$ cat src/rtl/synth_pkg.sv
// Shared constants, command-word layout and parser state type for the MIDI command writer.
package synth_pkg;

  localparam int unsigned CMD_W        = 32;
  localparam int unsigned CMD_VEL_LSB  = 0;
  localparam int unsigned CMD_VEL_W    = 8;
  localparam int unsigned CMD_NOTE_LSB = 8;
  localparam int unsigned CMD_NOTE_W   = 7;
  localparam int unsigned CMD_ON_BIT   = 15;

  localparam logic [CMD_W-1:0] CMD_STOP_ALL    = 32'h0000_7F00;
  localparam logic [CMD_W-1:0] CMD_WAVE_SWITCH = 32'h0000_8000;

  localparam logic [3:0] MIDI_NOTE_OFF = 4'h8;
  localparam logic [3:0] MIDI_NOTE_ON  = 4'h9;
  localparam logic [3:0] MIDI_POLY_AT  = 4'hA;
  localparam logic [3:0] MIDI_CC       = 4'hB;
  localparam logic [3:0] MIDI_PROG     = 4'hC;
  localparam logic [3:0] MIDI_CHAN_AT  = 4'hD;
  localparam logic [3:0] MIDI_PITCH    = 4'hE;

  localparam logic [7:0] MIDI_SYS_MIN      = 8'hF0;
  localparam logic [7:0] MIDI_SYSEX_START  = 8'hF0;
  localparam logic [7:0] MIDI_SYSEX_END    = 8'hF7;
  localparam logic [7:0] MIDI_REALTIME_MIN = 8'hF8;

  localparam logic [6:0] MIDI_CC_ALL_NOTES_OFF = 7'd123;

  typedef enum logic [2:0] {
    ST_IDLE,
    ST_DATA1,
    ST_DATA2,
    ST_SKIP,
    ST_SYSEX
  } parser_state_e;

  function automatic logic [CMD_W-1:0] note_word(input logic on,
                                                 input logic [CMD_NOTE_W-1:0] note,
                                                 input logic [CMD_VEL_W-1:0] vel);
    logic [CMD_W-1:0] w;
    w = '0;
    w[CMD_ON_BIT] = on;
    w[CMD_NOTE_LSB +: CMD_NOTE_W] = note;
    w[CMD_VEL_LSB +: CMD_VEL_W] = vel;
    return w;
  endfunction

endpackage

$ cat src/rtl/cmd_fifo.sv
// Power-of-two command FIFO with registered full/empty flags and occupancy level.
module cmd_fifo #(
  parameter int unsigned DEPTH = 4,
  parameter int unsigned WIDTH = 32
) (
  input  logic                     clk,
  input  logic                     rst_n,
  input  logic                     push_i,
  input  logic [WIDTH-1:0]         data_i,
  input  logic                     pop_i,
  output logic [WIDTH-1:0]         data_o,
  output logic                     full_o,
  output logic                     empty_o,
  output logic [$clog2(DEPTH):0]   level_o
);

  localparam int unsigned PTR_W = $clog2(DEPTH);
  localparam int unsigned LVL_W = PTR_W + 1;

  logic [WIDTH-1:0] mem_q [DEPTH];
  logic [PTR_W-1:0] wr_ptr_q, wr_ptr_d;
  logic [PTR_W-1:0] rd_ptr_q, rd_ptr_d;
  logic [LVL_W-1:0] level_q, level_d;
  logic             full_q, empty_q;
  logic             push_ok, pop_ok;

  assign push_ok = push_i && !full_q;
  assign pop_ok  = pop_i && !empty_q;

  always_comb begin
    wr_ptr_d = wr_ptr_q;
    rd_ptr_d = rd_ptr_q;
    level_d  = level_q;
    if (push_ok) wr_ptr_d = PTR_W'(wr_ptr_q + 1'b1);
    if (pop_ok)  rd_ptr_d = PTR_W'(rd_ptr_q + 1'b1);
    unique case ({push_ok, pop_ok})
      2'b10:   level_d = LVL_W'(level_q + 1'b1);
      2'b01:   level_d = LVL_W'(level_q - 1'b1);
      default: level_d = level_q;
    endcase
  end

  always_ff @(posedge clk or negedge rst_n) begin
    if (!rst_n) begin
      wr_ptr_q <= '0;
      rd_ptr_q <= '0;
      level_q  <= '0;
      full_q   <= 1'b0;
      empty_q  <= 1'b1;
    end else begin
      wr_ptr_q <= wr_ptr_d;
      rd_ptr_q <= rd_ptr_d;
      level_q  <= level_d;
      full_q   <= (level_d == LVL_W'(DEPTH));
      empty_q  <= (level_d == '0);
    end
  end

  // Storage needs no reset: the head is masked while empty.
  always_ff @(posedge clk) begin
    if (push_ok) mem_q[wr_ptr_q] <= data_i;
  end

  assign data_o  = empty_q ? '0 : mem_q[rd_ptr_q];
  assign full_o  = full_q;
  assign empty_o = empty_q;
  assign level_o = level_q;

endmodule

$ cat src/rtl/midi_cmd_writer.sv
// MIDI byte-stream parser that turns note/CC/program messages into 32-bit
// synth commands and writes them out over an Avalon-MM master via a FIFO.
module midi_cmd_writer
  import synth_pkg::*;
#(
  parameter int unsigned MIDI_CHANNEL   = 0,
  parameter int unsigned CHANNEL_FILTER = 0,
  parameter int unsigned FIFO_DEPTH     = 4
) (
  input  logic                          clk,
  input  logic                          reset,
  input  logic [7:0]                    asi_data,
  input  logic                          asi_valid,
  output logic                          asi_ready,
  output logic                          avm_m0_write,
  output logic [31:0]                   avm_m0_writedata,
  input  logic                          avm_m0_waitrequest,
  output logic [$clog2(FIFO_DEPTH):0]   o_fifo_level
);

  parser_state_e          state_q, state_d;
  logic [7:0]             status_q, status_d;
  logic [CMD_NOTE_W-1:0]  note_q, note_d;
  logic                   push_c;
  logic [CMD_W-1:0]       push_word_c;

  logic                   accept;
  logic                   is_status;
  logic                   is_realtime;
  logic [3:0]             msg;
  logic                   chan_ok;
  logic                   one_byte_msg;
  logic                   note_msg;
  logic                   fifo_full, fifo_empty, fifo_pop;

  assign accept       = asi_valid && asi_ready;
  assign is_status    = asi_data[7];
  assign is_realtime  = (asi_data >= MIDI_REALTIME_MIN);
  assign msg          = status_q[7:4];
  assign chan_ok      = (CHANNEL_FILTER == 0) || (status_q[3:0] == 4'(MIDI_CHANNEL));
  assign one_byte_msg = (msg == MIDI_PROG) || (msg == MIDI_CHAN_AT);
  assign note_msg     = (msg == MIDI_NOTE_OFF) || (msg == MIDI_NOTE_ON);

  // Parser next-state: status bytes are handled uniformly in every state,
  // which also terminates SysEx and abandons any partial message.
  always_comb begin
    state_d     = state_q;
    status_d    = status_q;
    note_d      = note_q;
    push_c      = 1'b0;
    push_word_c = '0;
    if (accept && !is_realtime) begin
      if (is_status) begin
        if (asi_data < MIDI_SYS_MIN) begin
          status_d = asi_data;
          state_d  = ST_DATA1;
        end else if (asi_data == MIDI_SYSEX_START) begin
          state_d  = ST_SYSEX;
        end else begin
          status_d = '0;
          state_d  = ST_IDLE;
        end
      end else begin
        unique case (state_q)
          ST_IDLE, ST_DATA1: begin
            // status_q[7] is clear only when no running status is held.
            if (status_q[7]) begin
              if (one_byte_msg) begin
                state_d = ST_DATA1;
                if (msg == MIDI_PROG && chan_ok) begin
                  push_c      = 1'b1;
                  push_word_c = CMD_WAVE_SWITCH;
                end
              end else begin
                note_d = asi_data[6:0];
                if (chan_ok && (note_msg ||
                    (msg == MIDI_CC && asi_data[6:0] == MIDI_CC_ALL_NOTES_OFF)))
                  state_d = ST_DATA2;
                else
                  state_d = ST_SKIP;
              end
            end
          end
          ST_DATA2: begin
            state_d = ST_DATA1;
            push_c  = 1'b1;
            if (msg == MIDI_CC)
              push_word_c = CMD_STOP_ALL;
            else
              push_word_c = note_word((msg == MIDI_NOTE_ON) && (asi_data != 8'h00),
                                      note_q, asi_data);
          end
          ST_SKIP:  state_d = ST_DATA1;
          ST_SYSEX: state_d = ST_SYSEX;
          default:  state_d = ST_IDLE;
        endcase
      end
    end
  end

  always_ff @(posedge clk or negedge reset) begin
    if (!reset) begin
      state_q  <= ST_IDLE;
      status_q <= '0;
      note_q   <= '0;
    end else begin
      state_q  <= state_d;
      status_q <= status_d;
      note_q   <= note_d;
    end
  end

  assign fifo_pop = !fifo_empty && !avm_m0_waitrequest;

  cmd_fifo #(
    .DEPTH (FIFO_DEPTH),
    .WIDTH (CMD_W)
  ) u_cmd_fifo (
    .clk     (clk),
    .rst_n   (reset),
    .push_i  (push_c),
    .data_i  (push_word_c),
    .pop_i   (fifo_pop),
    .data_o  (avm_m0_writedata),
    .full_o  (fifo_full),
    .empty_o (fifo_empty),
    .level_o (o_fifo_level)
  );

  assign asi_ready    = !fifo_full;
  assign avm_m0_write = !fifo_empty;

endmodule

$ cat config.mk
export PLATFORM = sky130hd
export DESIGN_NAME = midi_cmd_writer
export DESIGN_NICKNAME = d
export VERILOG_FILES = /design/src/rtl/synth_pkg.sv /design/src/rtl/cmd_fifo.sv /design/src/rtl/midi_cmd_writer.sv
export SDC_FILE = /design/constraint.sdc
export NUM_CORES = 1
export LEC_CHECK = 0
export ABC_AREA = 1
export CAP_MARGIN = 20
export CORE_MARGIN = 1
export CORE_UTILIZATION = 50
export CTS_BUF_LIST = sky130_fd_sc_hd__clkbuf_8 sky130_fd_sc_hd__clkbuf_16
export CTS_CLUSTER_SIZE = 28
export DETAILED_ROUTE_END_ITERATION = 16
export GPL_ROUTABILITY_DRIVEN = 0
export GPL_TIMING_DRIVEN = 0
export MAX_ROUTING_LAYER = met4
export PLACE_DENSITY = 0.73
export SETUP_SLACK_MARGIN = 0.05
export SLEW_MARGIN = 0
export SYNTH_ARGS = -nofsm -noshare
export SYNTH_HDL_FRONTEND = slang
export SYNTH_SLANG_ARGS = --single-unit
export TNS_END_PERCENT = 50
$ cat constraint.sdc
create_clock -name clk -period 2.3 [get_ports clk]
set_input_delay 0.46 -clock clk [delete_from_list [all_inputs] [get_ports clk]]
set_output_delay 0.46 -clock clk [all_outputs]
set_load 0.05 [all_outputs]
After elaboration in Yosys (flattened, before gate mapping):

Memory sizes are Yosys's and may differ from the RTL's.
Cells that the tools add are included.
Widths: inputs -> output; s select.

* memory bits (writable): 64
* output and inout bits: 37
* logic and storage cells: 81
* memories: 1
* input port bits: 12
* register bits: 27

* magnitude comparators: 2
* reductions and logical operators: 22
* bitwise gates (word level): 2
* muxes and demuxes: 26
* equal/unequal tests: 16
* add/subtract/negate cells: 4

Memories
* u_cmd_fifo.mem_q: depth 4, width 16, read ports 1, clocked after Yosys merged registers in 0, wr ports 1, line cmd_fifo.sv:20 `logic [WIDTH-1:0] mem_q [DEPTH];`

Operators by type and width (count)
* $mux 16: 6
* $mux 32: 1
* $pmux 16 s2: 1
* $eq 4x4->1 const B: 5
* $mux 8: 2
* $mux 3: 4
* $pmux 3 s3: 1
* $eq 8x8->1 const B: 1
* $ge 8x8->1 const B: 1
* $lt 8x8->1 const B: 1
* $mux 1: 8
* $reduce_bool 8->1: 1
* $eq 7x7->1 const B: 1
* $logic_and 1x1->1: 7
* $eq 3x2->1 const B: 2
* $eq 3x3->1 const B: 2
* $logic_not 3->1: 2
* $pmux 3 s2: 1
* $reduce_and 5->1: 1
* $add 2x1->2 const B: 2
* $logic_not 1->1: 4
* $reduce_or 2->1: 2
* $add 3x1->3 const B: 1
* $eq 3x1->1 const B: 1
* 11 further kinds: 14

Longest topological paths before layout:

* depth in word-level cells: 11
* depth in mapped cells: 13
* depth with buffers taken out: 13

Hierarchy:

From an unflattened synthesis, not the netlist that was laid out.

* cells, all modules: 570
* area, all modules: 6384.9 um^2

By module, submodules not included
* cmd_fifo: cells each 434, instances 1, area an instance 5430.2 um^2, seq. area each 4070.2 um^2
* midi_cmd_writer: cells each 136, instances 1, area an instance 954.7 um^2, seq. area each 350.3 um^2

Worst setup path after synthesis:

Ideal clock, no wire load.

* kind: input -> register
* start: input asi_data[7]
* end: register u_cmd_fifo.full_q (netlist: u_cmd_fifo.full_o)
* required time: 2.229 ns
* arrival: 2.277 ns
* path slack: -0.048 ns
* setup time: 0.071 ns
* path buffers: 0
* stages: 9
* cells stage by stage: nor3b_2 nand2_1 nand2_2 inv_2 ha_1 fa_1 mux2_2 or2_2 nor2_1

* word-level cells in the longest chain between the ends: 8
* elaborated cells between the ends (all ways): 10
* classes of those cells: order compare: 1; eq/ne: 3; mux: 3; reduce/logical: 3

Ends and longest elaborated chain
* start: declaration: line midi_cmd_writer.sv:12 `input logic [7:0] asi_data,`
* $ge 8x8->1: line midi_cmd_writer.sv:38 `assign is_realtime = (asi_data >= MIDI_REALTIME_MIN);`
* $logic_not 1->1: line midi_cmd_writer.sv:52 `if (accept && !is_realtime) begin`
* $logic_and 1x1->1: line midi_cmd_writer.sv:52
* $mux 1 (*): line midi_cmd_writer.sv:52
* $logic_and 1x1->1 (*): line cmd_fifo.sv:27 `assign push_ok = push_i && !full_q;`
* $eq 2x1->1 or $eq 2x2->1 (tied branches): line cmd_fifo.sv:36 `unique case ({push_ok, pop_ok})`
* $pmux 3 s2 (*): line cmd_fifo.sv:36
* net u_cmd_fifo.level_d[1]: line cmd_fifo.sv:23 `logic [LVL_W-1:0] level_q, level_d;`
* $eq 3x3->1 (*): line cmd_fifo.sv:54 `full_q <= (level_d == LVL_W'(DEPTH));`
* end signal: assignment: line cmd_fifo.sv:54
* end: declaration: line cmd_fifo.sv:24 `logic full_q, empty_q;`

The timed path passes the listed nets; every way through them passes the cells marked *.
A chain may end at the register's enable or synchronous reset.

Worst setup path in the final report:

* start: register status_q[5]
* end: register u_cmd_fifo.empty_q (netlist: u_cmd_fifo.empty_o)

* word-level cells in the longest chain between the ends: 11
* elaborated cells between the ends (all ways): 14
* classes of those cells: eq/ne: 4; mux: 7; reduce/logical: 3

Ends and longest elaborated chain
* start: declaration: line midi_cmd_writer.sv:22 `logic [7:0] status_q, status_d;`
* start signal: assignment: line midi_cmd_writer.sv:108 `status_q <= status_d;`
* $eq 4x4->1 (on tied branches): line midi_cmd_writer.sv:41, midi_cmd_writer.sv:70
* $mux 1 or $logic_or 1x1->1 (tied branches): line midi_cmd_writer.sv:70, midi_cmd_writer.sv:41
* $mux 1 (*): line midi_cmd_writer.sv:68 `if (one_byte_msg) begin`
* $mux 1 (*): line midi_cmd_writer.sv:67 `if (status_q[7]) begin`
* $pmux 1 s2 (*): line midi_cmd_writer.sv:64 `unique case (state_q)`
* $mux 1 (*): line midi_cmd_writer.sv:53 `if (is_status) begin`
* $mux 1 (*): line midi_cmd_writer.sv:52
* $logic_and 1x1->1 (*): line cmd_fifo.sv:27
* $eq 2x1->1 or $eq 2x2->1 (tied branches): line cmd_fifo.sv:36
* $pmux 3 s2 (*): line cmd_fifo.sv:36
* net u_cmd_fifo.level_d[1]: line cmd_fifo.sv:23
* $logic_not 3->1 (*): line cmd_fifo.sv:55 `empty_q <= (level_d == '0);`
* end signal: assignment: line cmd_fifo.sv:55
* end: declaration: line cmd_fifo.sv:24

Marked as above.

==> impl_results.md <==
- Hold WC Path Type: in -> async
- Clk Tree Root Cell: sky130_fd_sc_hd__clkbuf_8
- Kind of end point of the critical path: flop
- Highest cell delay on the worst timing path: 440 ps
- Area of the mapped netlist: 3847 µm²
- Final standard cell utilization of the core: 64.62%
- Count of flip-flops with a built-in enable after synthesis: 60
- Number of I/O pins: 49
- Maximum number of pins on one net before global-route repair: 24
- Number of non-filler instances in the completed layout: 546
- Post-Route Skew: 12.31 ps
- Setup Viol. Count Final: 0
- Number of buffers inserted during clock tree synthesis: 9
- X dimension of the die: 89.72 µm
- Antenna violations before repair: 0
- Count of hold buffers inserted by post-cts repair: 0
- Wire length of the first global-routing pass: 12.94 mm
- Crit path time final: 2253 ps
- Via count: 2700
- Standard-cell rows: 31
- Setup repair after global routing missed its margin: yes
- Series of cell instances along the critical path: inv_2 -> nand3_2 -> nor3_2 -> nand2_2 -> nand2_4 -> inv_4 -> ha_4 -> fa_1 -> mux2_4 -> or2_4 -> nor2_2
- PortBufs: 31
- Final Hold Violating Endpoints: 0
- Layout overhead on the synthesized area: 23.12%
- Final setup margin: 46.55 ps
- # diodes: 0
- Crit Path Class: reg -> reg
- Cell Pwr Density: 1254 nW/µm²
- Library cell contributing the largest single delay on the critical path: sky130_fd_sc_hd__fa_1
- Most used flip-flop cell after synthesis: sky130_fd_sc_hd__edfxtp_1
- Via count of the first global-routing pass: 2673
- All-layer global routing usage: 21.43%
- Detailed Place HPWL: 5.423 mm
- Drt first-iter violations: 205
- Worst Path Buf+Inv: 2
- Number of warning messages in the yosys log: 0
- CP Max Fanout: 5
- Top delay family on crit path: simple AND/OR/NAND/NOR gates
- Filler cell count: 595
- Clock buffer depth: 2
- Largest voltage drop on the vdd net: 712.7 µV
- Number of search-and-repair iterations in the first detailed-routing pass: 4
- Share of total power in sequential cells: 33.1%
- Routed Antenna Nets: 0
- Max-cap check violation count: 0
- Post-synth cell types: 36
- Total wire length: 7.772 mm
- Net switching share of the total power: 44.58%
- DR DRC count: 0
- Final period util: 97.98%
- Deepest level of the CTS H-tree: 3
- Tightest slew margin relative to the limit: 40.96%
- Wire length per cell after detailed routing: 14.23 µm
- Switching Power: 0.002648 W
- Clock tree sinks: 83
- TritonCTS clock tree: built
- Signal arrival time at the worst endpoint: 2540 ps
- Lkg Pwr: 1.998 nW
- Logic gate share of total power: 48.8%
- Register clock-pin slew on the reported worst setup and hold paths: 80 ps
- Nets: 460
- Total of flip-flops plus latches after synthesis: 83
- Post-Place Cells: 523
- Die boundary height: 89.72 µm
- Vias/cell: 4.945
- Achievable Freq: 443.8 MHz
- Status: finished, final reports clean
- Post-synthesis sequential area ratio: 61.82%
- Floorplan Core Area: 7331 µm²
- Synthesized area divided by synthesized cell count: 10.31 µm²
- Required time reported for the critical path endpoint: 2580 ps
- Count of pins over their slew limit: 0
- Clock network fraction of total power: 18.1%
- Startpoint type of the worst setup path: flop
- Source-to-sink clock delay at the later pin of the worst-skew pair: 350 ps
- Die Outline Area: 8050 µm²
- GRT Residual Overflow: 0
- Layout cell share with drive strength beyond 1: 25.73%
- Effective utilization at floorplan: 52.48%
- Transition time of the tightest slew-check pin: 882.3 ps
- Share of synthesized flip-flops with an asynchronous set or reset: 27.71%
- Number of cells produced by synthesis: 373
- Internal power of the cells: 0.003292 W
- Worst slack at placement: -675.8 ps
sequential cells by signal, indices dropped and copies added, names as in the netlist, 2 cells and up:
name / count
state_q: 3
u_cmd_fifo.mem_q: 60
status_q: 4
u_cmd_fifo.wr_ptr_q: 2
note_q: 7
u_cmd_fifo.rd_ptr_q: 2
u_cmd_fifo.level_o: 3
layer usage:
metal	up-vias	global-route usage (%)	wire, µm
li1	1344	-	-
met1	1271	26.20	3228
met2	77	36.15	3983
met3	8	3.553	474
met4	0	7.514	85
met5	-	-	0
worst reg2reg max path: cells and delay by family, from the launching register on:
family,cells,cell delay (ps)
buffers and inverters,2,130
adder cells (fa/ha/maj),2,590
flip-flops,1,410
AND/OR/NAND/NOR,6,790
multiplexers,1,290
per-stage QoR:
| stage | power (W) | hold WS (ps) | instance area (µm²) | setup TNS (ps) |
|---|---|---|---|---|
| 2_1_floorplan | 0.003960 | 164.4 | 3919 | 0 |
| 3_3_place_gp | 0.004724 | 466.5 | 4353 | -53160 |
| 3_5_place_dp | 0.004787 | 469.6 | 4398 | -32010 |
| 4_1_cts | 0.005842 | 489.8 | 4656 | 0 |
| 5_1_grt | 0.006284 | 385.0 | 4737 | -58.55 |
| 6_report | 0.005940 | 390.3 | 4737 | 0 |
Yosys cell counts, drive strengths merged (2+ instances only):
master	instances	area, µm²
a21oi	17	85.08
buf	23	175.2
clkbuf	8	31.28
dfrtp	22	550.5
edfxtp	60	1802
ha	5	62.56
inv	29	108.9
nand2	37	161.4
nand3	13	75.07
nand4	2	12.51
nor2	91	356.6
nor3	8	40.04
nor3b	2	20.02
o21ai	43	234.0
xor2	4	35.03
power by group through the flow:
stage / sequential, W / combinational (W) / clock [W]
6_report: 0.00197 / 0.00290 / 0.00108
5_1_grt: 0.00199 / 0.00313 / 0.00116
4_1_cts: 0.00196 / 0.00279 / 0.00109
3_5_place_dp: 0.00197 / 0.00282 / 0
3_3_place_gp: 0.00196 / 0.00277 / 0
2_1_floorplan: 0.00204 / 0.00192 / 0
worst paths after layout:
kind,slack (ps),from,depth (start not counted),to
worst max register to register,50,status_q[5],11,u_cmd_fifo.empty_o
worst max-delay path,50,status_q[5],11,u_cmd_fifo.empty_o
worst min register to register,490,note_q[2],2,note_q[2]
min in group clk,490,note_q[2],2,note_q[2]
worst min-delay path,390,reset,1,status_q[5]
max in group asynchronous,1410,reset,2,u_cmd_fifo.empty_o
cell type report:
class / count / area [µm²] / area share, %
tap: 99 / 123.9 / 2.615
buffer: 29 / 232.7 / 4.913
clock inverter: 7 / 87.58 / 1.849
multi-input combinational: 246 / 1287 / 27.18
timing repair buffer: 44 / 389.1 / 8.214
inverter: 29 / 111.4 / 2.351
clock buffer: 9 / 123.9 / 2.615
sequential: 83 / 2381 / 50.26
cells by family after synthesis:
| group | Yosys count | share of synthesized area [%] |
|---|---|---|
| other cells | 1 | 0.09747 |
| buf+inv | 60 | 8.195 |
| flops | 83 | 61.82 |
| fa+ha+maj | 6 | 2.146 |
| compound gates | 61 | 8.488 |
| simple gates | 156 | 17.82 |
| xor+xnor | 5 | 1.138 |
| mux | 1 | 0.2927 |
layout by cell type, fill, tap and decap left out, types with 2 or more instances in the layout:
cell	instances
sky130_fd_sc_hd__buf_2	7
sky130_fd_sc_hd__buf_4	38
sky130_fd_sc_hd__edfxtp_1	60
sky130_fd_sc_hd__nand2_1	28
sky130_fd_sc_hd__buf_6	6
sky130_fd_sc_hd__dfrtp_2	2
sky130_fd_sc_hd__inv_2	6
sky130_fd_sc_hd__o21ai_2	5
sky130_fd_sc_hd__clkdlybuf4s50_1	13
sky130_fd_sc_hd__inv_1	22
sky130_fd_sc_hd__dfrtp_1	20
sky130_fd_sc_hd__nand4_1	2
sky130_fd_sc_hd__clkinv_4	2
sky130_fd_sc_hd__xor2_1	4
sky130_fd_sc_hd__nand2_2	6
sky130_fd_sc_hd__nor3_1	7
sky130_fd_sc_hd__clkinvlp_4	2
sky130_fd_sc_hd__clkbuf_4	4
sky130_fd_sc_hd__nor2_2	6
sky130_fd_sc_hd__o21ai_1	3
sky130_fd_sc_hd__ha_1	4
sky130_fd_sc_hd__a21oi_1	16
sky130_fd_sc_hd__o21ai_0	35
sky130_fd_sc_hd__nor2_4	2
sky130_fd_sc_hd__nand3_1	9
sky130_fd_sc_hd__nand2_4	3
sky130_fd_sc_hd__nor2_1	83
sky130_fd_sc_hd__conb_1	17
sky130_fd_sc_hd__clkbuf_8	9
sky130_fd_sc_hd__nand3_2	4
sky130_fd_sc_hd__dlygate4sd2_1	3
what timing repair did:
action                     in CTS  in global routing
setup endpoints to repair      68                 40
buffers inserted                7                  1
pin swaps                       9                  7
gates resized for setup       108                 27
No activity file was read; power rests on OpenSTA's default activity.
